[config.mk]
export PLATFORM = sky130hd
export DESIGN_NAME = vga_ordered_dither
export DESIGN_NICKNAME = d
export VERILOG_FILES = /design/src/rtl/vga_dither_pkg.sv /design/src/rtl/vga_ordered_dither_channel.sv /design/src/rtl/vga_ordered_dither.sv
export SDC_FILE = /design/constraint.sdc
export NUM_CORES = 1
export LEC_CHECK = 0
export CORE_MARGIN = 4
export CORE_UTILIZATION = 56
export DETAILED_ROUTE_END_ITERATION = 16
export HOLD_SLACK_MARGIN = 0.05
export PLACE_DENSITY = 0.9
export SLEW_MARGIN = 30
export SYNTH_ARGS = -nofsm -noshare
export SYNTH_HDL_FRONTEND = slang
export SYNTH_HIERARCHICAL = 1
export SYNTH_SLANG_ARGS = --single-unit
[constraint.sdc]
create_clock -name clk_vga -period 4.85 [get_ports clk_vga]
set_input_delay 0.7275 -clock clk_vga [delete_from_list [all_inputs] [get_ports clk_vga]]
set_output_delay 0.7275 -clock clk_vga [all_outputs]
set_load 0.01 [all_outputs]
[src/rtl/vga_dither_pkg.sv]
// Shared constants for the VGA ordered-dither path: pixel widths, sync polarity
// defaults and the 4x4 Bayer matrix with its 3-bit threshold lookup.
package vga_dither_pkg;

  localparam int IN_W  = 6;
  localparam int OUT_W = 3;

  localparam logic HS_ACTIVE_DEF = 1'b0;
  localparam logic VS_ACTIVE_DEF = 1'b0;

  localparam logic [3:0] BAYER4 [4][4] = '{
    '{4'd0,  4'd8,  4'd2,  4'd10},
    '{4'd12, 4'd4,  4'd14, 4'd6 },
    '{4'd3,  4'd11, 4'd1,  4'd9 },
    '{4'd15, 4'd7,  4'd13, 4'd5 }
  };

  // Top three bits of the matrix entry: threshold 0..7 against a 3-bit remainder.
  function automatic logic [2:0] bayer_thresh(input logic [1:0] y, input logic [1:0] x);
    return 3'(BAYER4[y][x] >> 1);
  endfunction

endpackage

[src/rtl/vga_ordered_dither_channel.sv]
// One colour channel of stage 2: rounds 6-bit colour up to the next 3-bit level when the
// remainder beats the threshold. One registered cycle; holds when i_ce is low.
module dither_channel
  import vga_dither_pkg::*;
(
  input  logic             clk_vga,
  input  logic             rst_n,
  input  logic             i_ce,
  input  logic [IN_W-1:0]  i_c,
  input  logic [2:0]       i_t,
  input  logic             i_den,
  output logic [OUT_W-1:0] o_c
);

  logic             w_inc;
  logic [OUT_W-1:0] r_c;

  // Never step past full scale, so 7 stays 7 instead of wrapping to 0.
  assign w_inc = i_den && (i_c[2:0] > i_t) && (i_c[5:3] != 3'd7);

  always_ff @(posedge clk_vga or negedge rst_n) begin
    if (!rst_n) begin
      r_c <= '0;
    end else if (i_ce) begin
      r_c <= i_c[5:3] + {2'b00, w_inc};
    end
  end

  assign o_c = r_c;

endmodule

[src/rtl/vga_ordered_dither.sv]
// 6-bit RGB to 3-bit VGA DAC with 4x4 ordered dithering; syncs delayed to match.
// Latency 2 pix_ce beats for colour and syncs; pix_ce low freezes all state.
module vga_ordered_dither
  import vga_dither_pkg::*;
#(
  parameter logic HS_ACTIVE = HS_ACTIVE_DEF,
  parameter logic VS_ACTIVE = VS_ACTIVE_DEF
) (
  input  logic            clk_vga,
  input  logic            rst_n,
  input  logic            pix_ce,
  input  logic [IN_W-1:0] r_in,
  input  logic [IN_W-1:0] g_in,
  input  logic [IN_W-1:0] b_in,
  input  logic            hs_in,
  input  logic            vs_in,
  input  logic            dither_en,
  input  logic            temporal_en,
  output logic [OUT_W-1:0] r_out,
  output logic [OUT_W-1:0] g_out,
  output logic [OUT_W-1:0] b_out,
  output logic            hs_out,
  output logic            vs_out
);

  logic [IN_W-1:0] r_s1_r;
  logic [IN_W-1:0] r_s1_g;
  logic [IN_W-1:0] r_s1_b;
  logic            r_s1_hs;
  logic            r_s1_vs;
  logic            r_s1_den;
  logic [2:0]      r_s1_t;
  logic            r_hs_out;
  logic            r_vs_out;
  logic [1:0]      r_x;
  logic [1:0]      r_y;
  logic            r_phase;

  logic            w_hs_act;
  logic            w_hs_edge;
  logic            w_vs_edge;
  logic [1:0]      w_xi;
  logic [2:0]      w_t;

  // Edges compare the incoming sync with the previous sample held in stage 1.
  assign w_hs_act  = (hs_in == HS_ACTIVE);
  assign w_hs_edge = w_hs_act && (r_s1_hs != HS_ACTIVE);
  assign w_vs_edge = (vs_in == VS_ACTIVE) && (r_s1_vs != VS_ACTIVE);
  assign w_xi      = r_x ^ {2{r_phase & temporal_en}};
  assign w_t       = bayer_thresh(r_y, w_xi);

  always_ff @(posedge clk_vga or negedge rst_n) begin
    if (!rst_n) begin
      r_s1_r   <= '0;
      r_s1_g   <= '0;
      r_s1_b   <= '0;
      r_s1_hs  <= ~HS_ACTIVE;
      r_s1_vs  <= ~VS_ACTIVE;
      r_s1_den <= 1'b0;
      r_s1_t   <= '0;
      r_hs_out <= ~HS_ACTIVE;
      r_vs_out <= ~VS_ACTIVE;
    end else if (pix_ce) begin
      r_s1_r   <= r_in;
      r_s1_g   <= g_in;
      r_s1_b   <= b_in;
      r_s1_hs  <= hs_in;
      r_s1_vs  <= vs_in;
      r_s1_den <= dither_en;
      r_s1_t   <= w_t;
      r_hs_out <= r_s1_hs;
      r_vs_out <= r_s1_vs;
    end
  end

  // vsync is applied after hsync so a coincident pair lands on row 0.
  always_ff @(posedge clk_vga or negedge rst_n) begin
    if (!rst_n) begin
      r_x     <= '0;
      r_y     <= '0;
      r_phase <= 1'b0;
    end else if (pix_ce) begin
      if (w_hs_edge) begin
        r_x <= '0;
      end else if (!w_hs_act) begin
        r_x <= r_x + 2'd1;
      end
      if (w_vs_edge) begin
        r_y     <= '0;
        r_phase <= ~r_phase;
      end else if (w_hs_edge) begin
        r_y <= r_y + 2'd1;
      end
    end
  end

  dither_channel u_ch_r (
    .clk_vga (clk_vga),
    .rst_n   (rst_n),
    .i_ce    (pix_ce),
    .i_c     (r_s1_r),
    .i_t     (r_s1_t),
    .i_den   (r_s1_den),
    .o_c     (r_out)
  );

  dither_channel u_ch_g (
    .clk_vga (clk_vga),
    .rst_n   (rst_n),
    .i_ce    (pix_ce),
    .i_c     (r_s1_g),
    .i_t     (r_s1_t),
    .i_den   (r_s1_den),
    .o_c     (g_out)
  );

  dither_channel u_ch_b (
    .clk_vga (clk_vga),
    .rst_n   (rst_n),
    .i_ce    (pix_ce),
    .i_c     (r_s1_b),
    .i_t     (r_s1_t),
    .i_den   (r_s1_den),
    .o_c     (b_out)
  );

  assign hs_out = r_hs_out;
  assign vs_out = r_vs_out;

endmodule
# Word level (Yosys, flattened, before mapping)
# Cells that the tools add are included.
# classes
n_bitwise,7
eq_ne,3
n_lt_le_gt_ge,5
reduce_logical,13
mux,10
addsub,5
# ops
op,count
$bmux 16 s2,1
$mux 16,2
$add 3x1->3,3
$gt 3x3->1,3
$ne 3x3->1 const B,3
$bmux 4 s2,1
$logic_and 1x1->1,8
$mux 2,4
$mux 4,2
$ge 3x3->1 const B,2
$not 2->3,2
$reduce_and 2->1,3
$add 2x1->2 const B,2
$reduce_bool 2->1,2
$not 1->1,3
$xor 2x2->2,1
$and 1x1->1,1
# totals
word_cells,58
reg_bits,40
inputBits,25
output_inout_bits,11

# Depth between registers and ports, before layout
# Gate-level depths: netlist of the first run.
# logic_depth
ltp_word,7
ltp_mapped,9
depth_no_buf,9

# By module
# Netlist of the first run, hierarchy kept.
# modules_own_cells
mod,seq_area_each_um2,cells_each,n_inst,area_per_inst_um2
vga_ordered_dither,780.7,92,1,1288.7
dither_channel,75.1,23,3,224.0

# Least setup slack after synthesis of the first run
# Ideal clock, no wire load.
# synth_timing
path_type,register -> register
startpoint,register r_s1_t[1]
endpoint,"register u_ch_b.r_c[1], in the netlist u_ch_b/o_c[1]"
arrival_time_ps,1637
path_slack_ps,3089
stages_incl_launch_ff,9
required_time_ps,4725
setup_time_ps,125
n_path_buf,0
cell_sequence,dfrtp_1 -> inv_1 -> ha_1 -> nor2b_1 -> o21ai_1 -> a21oi_1 -> ha_1 -> ha_1 -> mux2_2
# synth_via
elab_chain_cells,4
# synth_rtl
element,line_no,source
start: declaration,vga_ordered_dither.sv:32,logic [2:0] r_s1_t;
start signal: assignment,vga_ordered_dither.sv:70,r_s1_t <= w_t;
$gt 3x3->1,vga_ordered_dither_channel.sv:19,assign w_inc = i_den && (i_c[2:0] > i_t) && (i_c[5:3] != 3'd7);
$logic_and 1x1->1 (2 in series),vga_ordered_dither_channel.sv:19,
$add 3x1->3,vga_ordered_dither_channel.sv:25,"r_c <= i_c[5:3] + {2'b00, w_inc};"
end signal: assignment,vga_ordered_dither_channel.sv:25,
end: declaration,vga_ordered_dither_channel.sv:16,logic [OUT_W-1:0] r_c;
# No other way between the ends.
# A chain may end at the register's enable or synchronous reset.

# Worst setup path in the final report of the first run
# layout_timing
startpoint,"register r_vs_out, in the netlist vs_out"
endpoint,output port vs_out
# layout_lines
element,line_no,source
start: declaration,vga_ordered_dither.sv:34,logic r_vs_out;
start signal: assignment,vga_ordered_dither.sv:62,r_vs_out <= ~VS_ACTIVE;
start signal: assignment,vga_ordered_dither.sv:72,r_vs_out <= r_s1_vs;
end: declaration,vga_ordered_dither.sv:23,output logic vs_out
# No word-level cell between the ends.

==> results of run 1 <==
## Yosys cell counts (all sizes together)
cell,number
nor2,5
a21oi,7
mux2,32
inv,15
mux2i,1
dfrtp,36
nand2b,2
xor2,1
nand2,6
buf,4
nand3,10
ha,17
dfstp,4
nor3,1
o22ai,2
a21o,1
o21ai,6
and4,1
nor2b,4
xnor2,5
a22o,1
## where the power goes
part | internal [W] | switching, W
registers | 0.000409 | 0.0000601
clock network | 0.000137 | 0.000105
logic | 0.000204 | 0.000152
## routing by layer
layer / up-vias / share of wire
li1: 630 / -
met1: 639 / 0.41
met2: 24 / 0.54
met3: 4 / 0.039
met4: 0 / 0.0086
met5: - / 0
## stage by stage
stage,cells,utilization
2_1_floorplan,161,-
3_3_place_gp,238,0.6946
3_5_place_dp,238,0.6946
4_1_cts,246,0.7228
5_1_grt,246,0.7236
6_report,246,0.7236
## worst paths after layout
kind	to	slack [ns]	start	depth (start not counted)
max in group asynchronous	r_s1_vs	4.16	rst_n	1
worst min register to register	u_ch_g/o_c[1]	0.52	u_ch_g/o_c[1]	1
worst max-delay path	vs_out	2.70	vs_out	1
worst min-delay path	u_ch_b/o_c[0]	0.33	rst_n	1
min in group clk_vga	u_ch_g/o_c[1]	0.52	u_ch_g/o_c[1]	1
worst max register to register	u_ch_b/o_c[1]	2.89	r_s1_t[1]	8
## final cells by class
type / count / area [um2]
fill: 266 / 929.6
clock buffer: 7 / 65.06
tap: 46 / 57.56
timing repair buffer: 35 / 342.8
inverter: 15 / 56.30
sequential: 40 / 1006
multi-input combinational: 102 / 875.8
clock inverter: 1 / 30.03
## sequential cells by signal (all words and copies together), names as in the netlist
| name | cells |
|---|---|
| u_ch_r/o_c | 3 |
| u_ch_g/o_c | 3 |
| r_s1_vs | 1 |
| r_y | 2 |
| r_phase | 1 |
| hs_out | 1 |
| vs_out | 1 |
| r_s1_g | 6 |
| r_x | 2 |
| r_s1_b | 6 |
| r_s1_hs | 1 |
| r_s1_den | 1 |
| r_s1_r | 6 |
| u_ch_b/o_c | 3 |
| r_s1_t | 3 |
## logic make-up (layout without fill, tap and decap cells)
logic type | after synthesis | count (layout) | share of synthesized area
flip-flops | 40 | 40 | 0.5131
multiplexers | 33 | 33 | 0.1908
AND/OR/NAND/NOR | 29 | 29 | 0.07275
buffers and inverters | 19 | 58 | 0.04020
adder cells (fa/ha/maj) | 17 | 17 | 0.1085
AO/OA/AOI/OAI | 17 | 17 | 0.04786
XOR/XNOR | 6 | 6 | 0.02680
==> run metrics, run 1 <==
Hold-fix buffers, CTS=0; Antenna diodes=0; setup ws final=2.703 ns; area of the mapped netlist=1961 um2; PortBufs=35; total routed wirelength=3598 um; Iteration-0 DRC Markers=36; Pleak=1.099 nW; clock edge transition at the registers on the reported setup and hold paths=0.11 ns; largest stage delay on the critical path=0.55 ns; number of antenna violations at the first check in global routing=0; via density per instance=5.272; buffers inserted by post-CTS timing repair=0; WP data required=4.12 ns; worst hold margin=0.3307 ns; Initial Util=0.5830; FF+latch count, synth=40; number of violations of the max-capacitance limit=0; total negative slack for setup checks=0 ns; met3 layer usage reported by global route=0.05491; PnR Total Power=0.001067 W; syn avg cell area=12.18 um2; Post-Place Setup Slack=2.742 ns; commonest cells after routing, fill and taps aside=sky130_fd_sc_hd__dfrtp_1 (36), sky130_fd_sc_hd__clkdlybuf4s50_1 (33), sky130_fd_sc_hd__mux2_2 (31); met1 Use GR=0.2242; worst relative slew slack=0.4014; Resize count post-CTS=0; routability congestion estimate from global placement=0.7624; most area-consuming cells after synthesis=sky130_fd_sc_hd__dfrtp_1 (46%), sky130_fd_sc_hd__mux2_2 (18%), sky130_fd_sc_hd__ha_1 (11%), sky130_fd_sc_hd__dfstp_2 (5.4%), sky130_fd_sc_hd__inv_1 (2.9%); CP top delay family=flip-flops; global-route total usage across every layer=0.1865; total number of placement rows=21; final-stage net count=241; class of the most critical setup path=reg2out; global-route wire length before repair=6134 um; final hold violation count=0; Slew @ Worst Pin=0.8980 ns; Critical Path, Cell by Cell=clkdlybuf4s50_1; total CTS buffers=5; full die area=4512 um2; library cells used by synthesis=24; layout overhead on the synthesized area=24.12%; number of placed I/O pins=36; worst-path maximum fanout=2; cell at the root of the clock tree=sky130_fd_sc_hd__clkbuf_4; Critical Path Slowest Stage Cell=sky130_fd_sc_hd__dfstp_2; synthesized instance count=161; Core Footprint=3363 um2; CTS tree=built; vias in the first global route=1,396; Max H-tree Level=2; portion of synthesized cell area occupied by the leading cell type=0.4595; Peak supply drop=0.2369 mV; most frequent standard cell in the layout excluding fill and tap cells=sky130_fd_sc_hd__dfrtp_1; antenna viol nets, final=0; worst min-delay path class=in2async; Clock Latency Late Sink=0.35 ns; final std cell area, no fill=2434 um2; status=finished clean; detailed placer's ending HPWL=2662 um; Cell Area, Placed=2336 um2; period utilization=0.4427; clock tree buffer depth=2; final-report setup violation count=0; kind of start point of the critical path=flop; P per Cell Area=438.3 nW/um2; fin. max-slew vios=0; worst clock skew=0.01109 ns; Die Y=67.17 um; category of the worst setup path capture point=output port; most used routing layer in global routing=met2; GR Layer Usage met2=0.3239; average wire length per cell after detail routing=14.63 um; final period demand of the worst path=2.147 ns; number of search-and-repair iterations in the first detailed-routing pass=2; sequential area share after synthesis=0.5131; DRC violation count after routing=0; total global routing overflow=0; setup repair after global routing missed its margin=false; fraction of final layout cells with drive strength greater than 1=0.2300; number of warnings issued by yosys=6; pin count of the biggest net entering global routing=48; synthesized net count=203; cell type with the highest aggregate area in the netlist=sky130_fd_sc_hd__dfrtp_1; Clock Sink Count=40; via count=1,297; Crit path buffers/inverters=1; die span in x=67.17 um; maximum operating frequency=0.4657 GHz; endpoint arrival time on the critical path=1.42 ns
Note: power is estimated with default switching activity, not from simulation.
==> inputs of run 2 (changes only) <==
- CORE_UTILIZATION: 56 -> 47
- PLACE_DENSITY: 0.9 -> 0.81
- clock period: 4.85 -> 1.9 ns (I/O delays scaled with it)
==> run 2 against run 1 <==
Compared with the run above:
- clock power rose by 130%
- core utilization is 7.9 points lower
- global-route usage shrank 4.4 points
- via count decreased by 1.2%
- worst setup slack lost 2.6 ns
- power increased to 2.6 times the previous value
- cell count up 2.4%
- combinational power increased to 2.9 times the previous value
- die area rose by 17%
- largest cell class is now multi-input gates
- non-clock buffer count increased by 2
==> run metrics, run 2 (synthesized netlist as in run 1, its figures left out) <==
antenna viol nets, final=0; Reg power frac=0.433; Slew @ Worst Pin=0.4977 ns; total global routing overflow=0; Core Footprint=4029 um2; worst min-delay path class=in2async; worst clock skew=0.004698 ns; category of the worst setup path capture point=flop; detailed placer's ending HPWL=2297 um; kind of start point of the critical path=flop; R2R Setup Slk=0.07 ns; launch point of the worst path=r_s1_t[1]; worst relative slew slack=0.6682; final hold violation count=0; number of placed I/O pins=36; fraction of final layout cells with drive strength greater than 1=0.3317; class of the most critical setup path=reg2reg; Iteration-0 DRC Markers=65; total CTS buffers=5; global-route wire length before repair=5651 um; WP data required=2.08 ns; Comb power frac=0.366; PortBufs=35; Critical Path Slowest Stage Cell=sky130_fd_sc_hd__dfrtp_2; vias in the first global route=1,274; Initial Util=0.4866; clock tree buffer depth=2; Antenna diodes=0; Sw Share=0.3070; cell at the root of the clock tree=sky130_fd_sc_hd__clkbuf_8; status=finished clean; final-stage net count=243; non-filler cells in the finished layout=252; layout overhead on the synthesized area=32.35%; final period demand of the worst path=1.827 ns; Max H-tree Level=2; Clock Latency Late Sink=0.29 ns; Reg2Reg Capture Point=u_ch_g/o_c[1]; via count=1,281; switching pwr=0.0008645 W; buffers inserted by post-CTS timing repair=0; number of antenna violations at the first check in global routing=0; number of search-and-repair iterations in the first detailed-routing pass=4; pin count of the biggest net entering global routing=48; period utilization=0.9615; Worst setup endpoint=u_ch_g/o_c[1]; Clock Sink Count=40; final std cell area, no fill=2595 um2; Die Y=72.59 um; post-placement cell count=244; average wire length per cell after detail routing=14.28 um; Peak supply drop=0.6789 mV; full die area=5269 um2; number of violations of the max-capacitance limit=0; total routed wirelength=3598 um; commonest cells after routing, fill and taps aside=sky130_fd_sc_hd__dfrtp_1 (35), sky130_fd_sc_hd__clkdlybuf4s50_1 (33), sky130_fd_sc_hd__mux2_2 (29); largest stage delay on the critical path=0.44 ns; fin. max-slew vios=0; Hold-fix buffers, CTS=0; PnR Total Power=0.002816 W; CTS tree=built; Clock Power Share=0.201; internal power contribution=0.001952 W; global-route total usage across every layer=0.1426; routability congestion estimate from global placement=0.7413; most frequent standard cell in the layout excluding fill and tap cells=sky130_fd_sc_hd__dfrtp_1; endpoint arrival time on the critical path=2.00 ns; via density per instance=5.083; P per Cell Area=1085 nW/um2; Critical Path, Cell by Cell=inv_2, ha_4, nor2b_2, o21ai_1, a21oi_2, ha_2, ha_4, mux2_4; worst-path maximum fanout=4; worst reg-to-reg path cell count=8; largest registers=r_s1_b: 6 flops, r_s1_g: 6 flops, r_s1_r: 6 flops; final-report setup violation count=0; maximum operating frequency=0.5474 GHz; reg2reg start=r_s1_t[1]; die span in x=72.59 um; clock edge transition at the registers on the reported setup and hold paths=0.07 ns; Cell Area, Placed=2369 um2; DRC violation count after routing=0; total number of placement rows=23; Crit path top cell by count=sky130_fd_sc_hd__ha_4; Pleak=1.104 nW
-- run 2: cell count changes in the layout (fill, tap and decap cells not counted), sizes merged --
cell / before / now
clkbuf: 7 / 8
bufinv: 1 / 0
buf: 2 / 4
-- run 2: metrics by stage --
stage                 util  hold WS [ns]  setup slack (ns)  setup TNS [ns]
floorplan                -      -0.01059            0.1385               0
global placement    0.5879        0.3750           0.05358               0
detailed placement  0.5879        0.3734           0.01289               0
CTS                 0.6140       0.05323           0.01971               0
global route        0.6441       0.06203          -0.01173        -0.01314
finish              0.6441       0.03642           0.07321               0
-- run 2: routing by layer --
metal  track usage  vias up  share of wire
li1              -      641              -
met1        0.1782      602           0.47
met2        0.2164       34           0.46
met3       0.06887        4          0.069
met4       0.04918        0         0.0075
met5             0        -              0
-- run 2: worst min path at each step --
stage / depth (start not counted) / slack [ns] / end / startpoint
2_1_floorplan: 0 / -0.01 / r_phase / rst_n
4_1_cts: 2 / 0.05 / r_s1_den / rst_n
6_report: 2 / 0.04 / r_s1_r[0] / rst_n
5_1_grt: 2 / 0.06 / r_s1_r[0] / rst_n
3_5_place_dp: 2 / 0.37 / r_s1_b[0] / rst_n
3_3_place_gp: 2 / 0.38 / r_s1_b[2] / rst_n
-- run 2: cell type report --
type                       instances  area, um2
multi-input combinational        102       1011
inverter                          15      56.30
clock buffer                       8      90.09
sequential                        40       1007
timing repair buffer              37      367.9
fill                             316       1434
tap                               50      62.56
-- run 2: critical path: cells and delay by family, from the launching register on --
kind / cells / cell delay [ns]
simple gates: 1 / 0.14
mux: 1 / 0.25
compound gates: 2 / 0.23
buf+inv: 1 / 0.07
flops: 1 / 0.44
fa+ha+maj: 3 / 0.58
-- run 2: power by group through the flow --
stage / sequential [W] / combinational (W) / clock (W)
2_1_floorplan: 0.00121 / 0.000533 / 0
3_3_place_gp: 0.00121 / 0.000857 / 0
3_5_place_dp: 0.00122 / 0.000877 / 0
4_1_cts: 0.00120 / 0.000892 / 0.000592
5_1_grt: 0.00125 / 0.00116 / 0.000637
6_report: 0.00122 / 0.00103 / 0.000567
-- run 2: timing repair --
item,CTS,global route
endpoints found under the setup margin,1,5
pin swaps,4,8
resized for setup,2,21
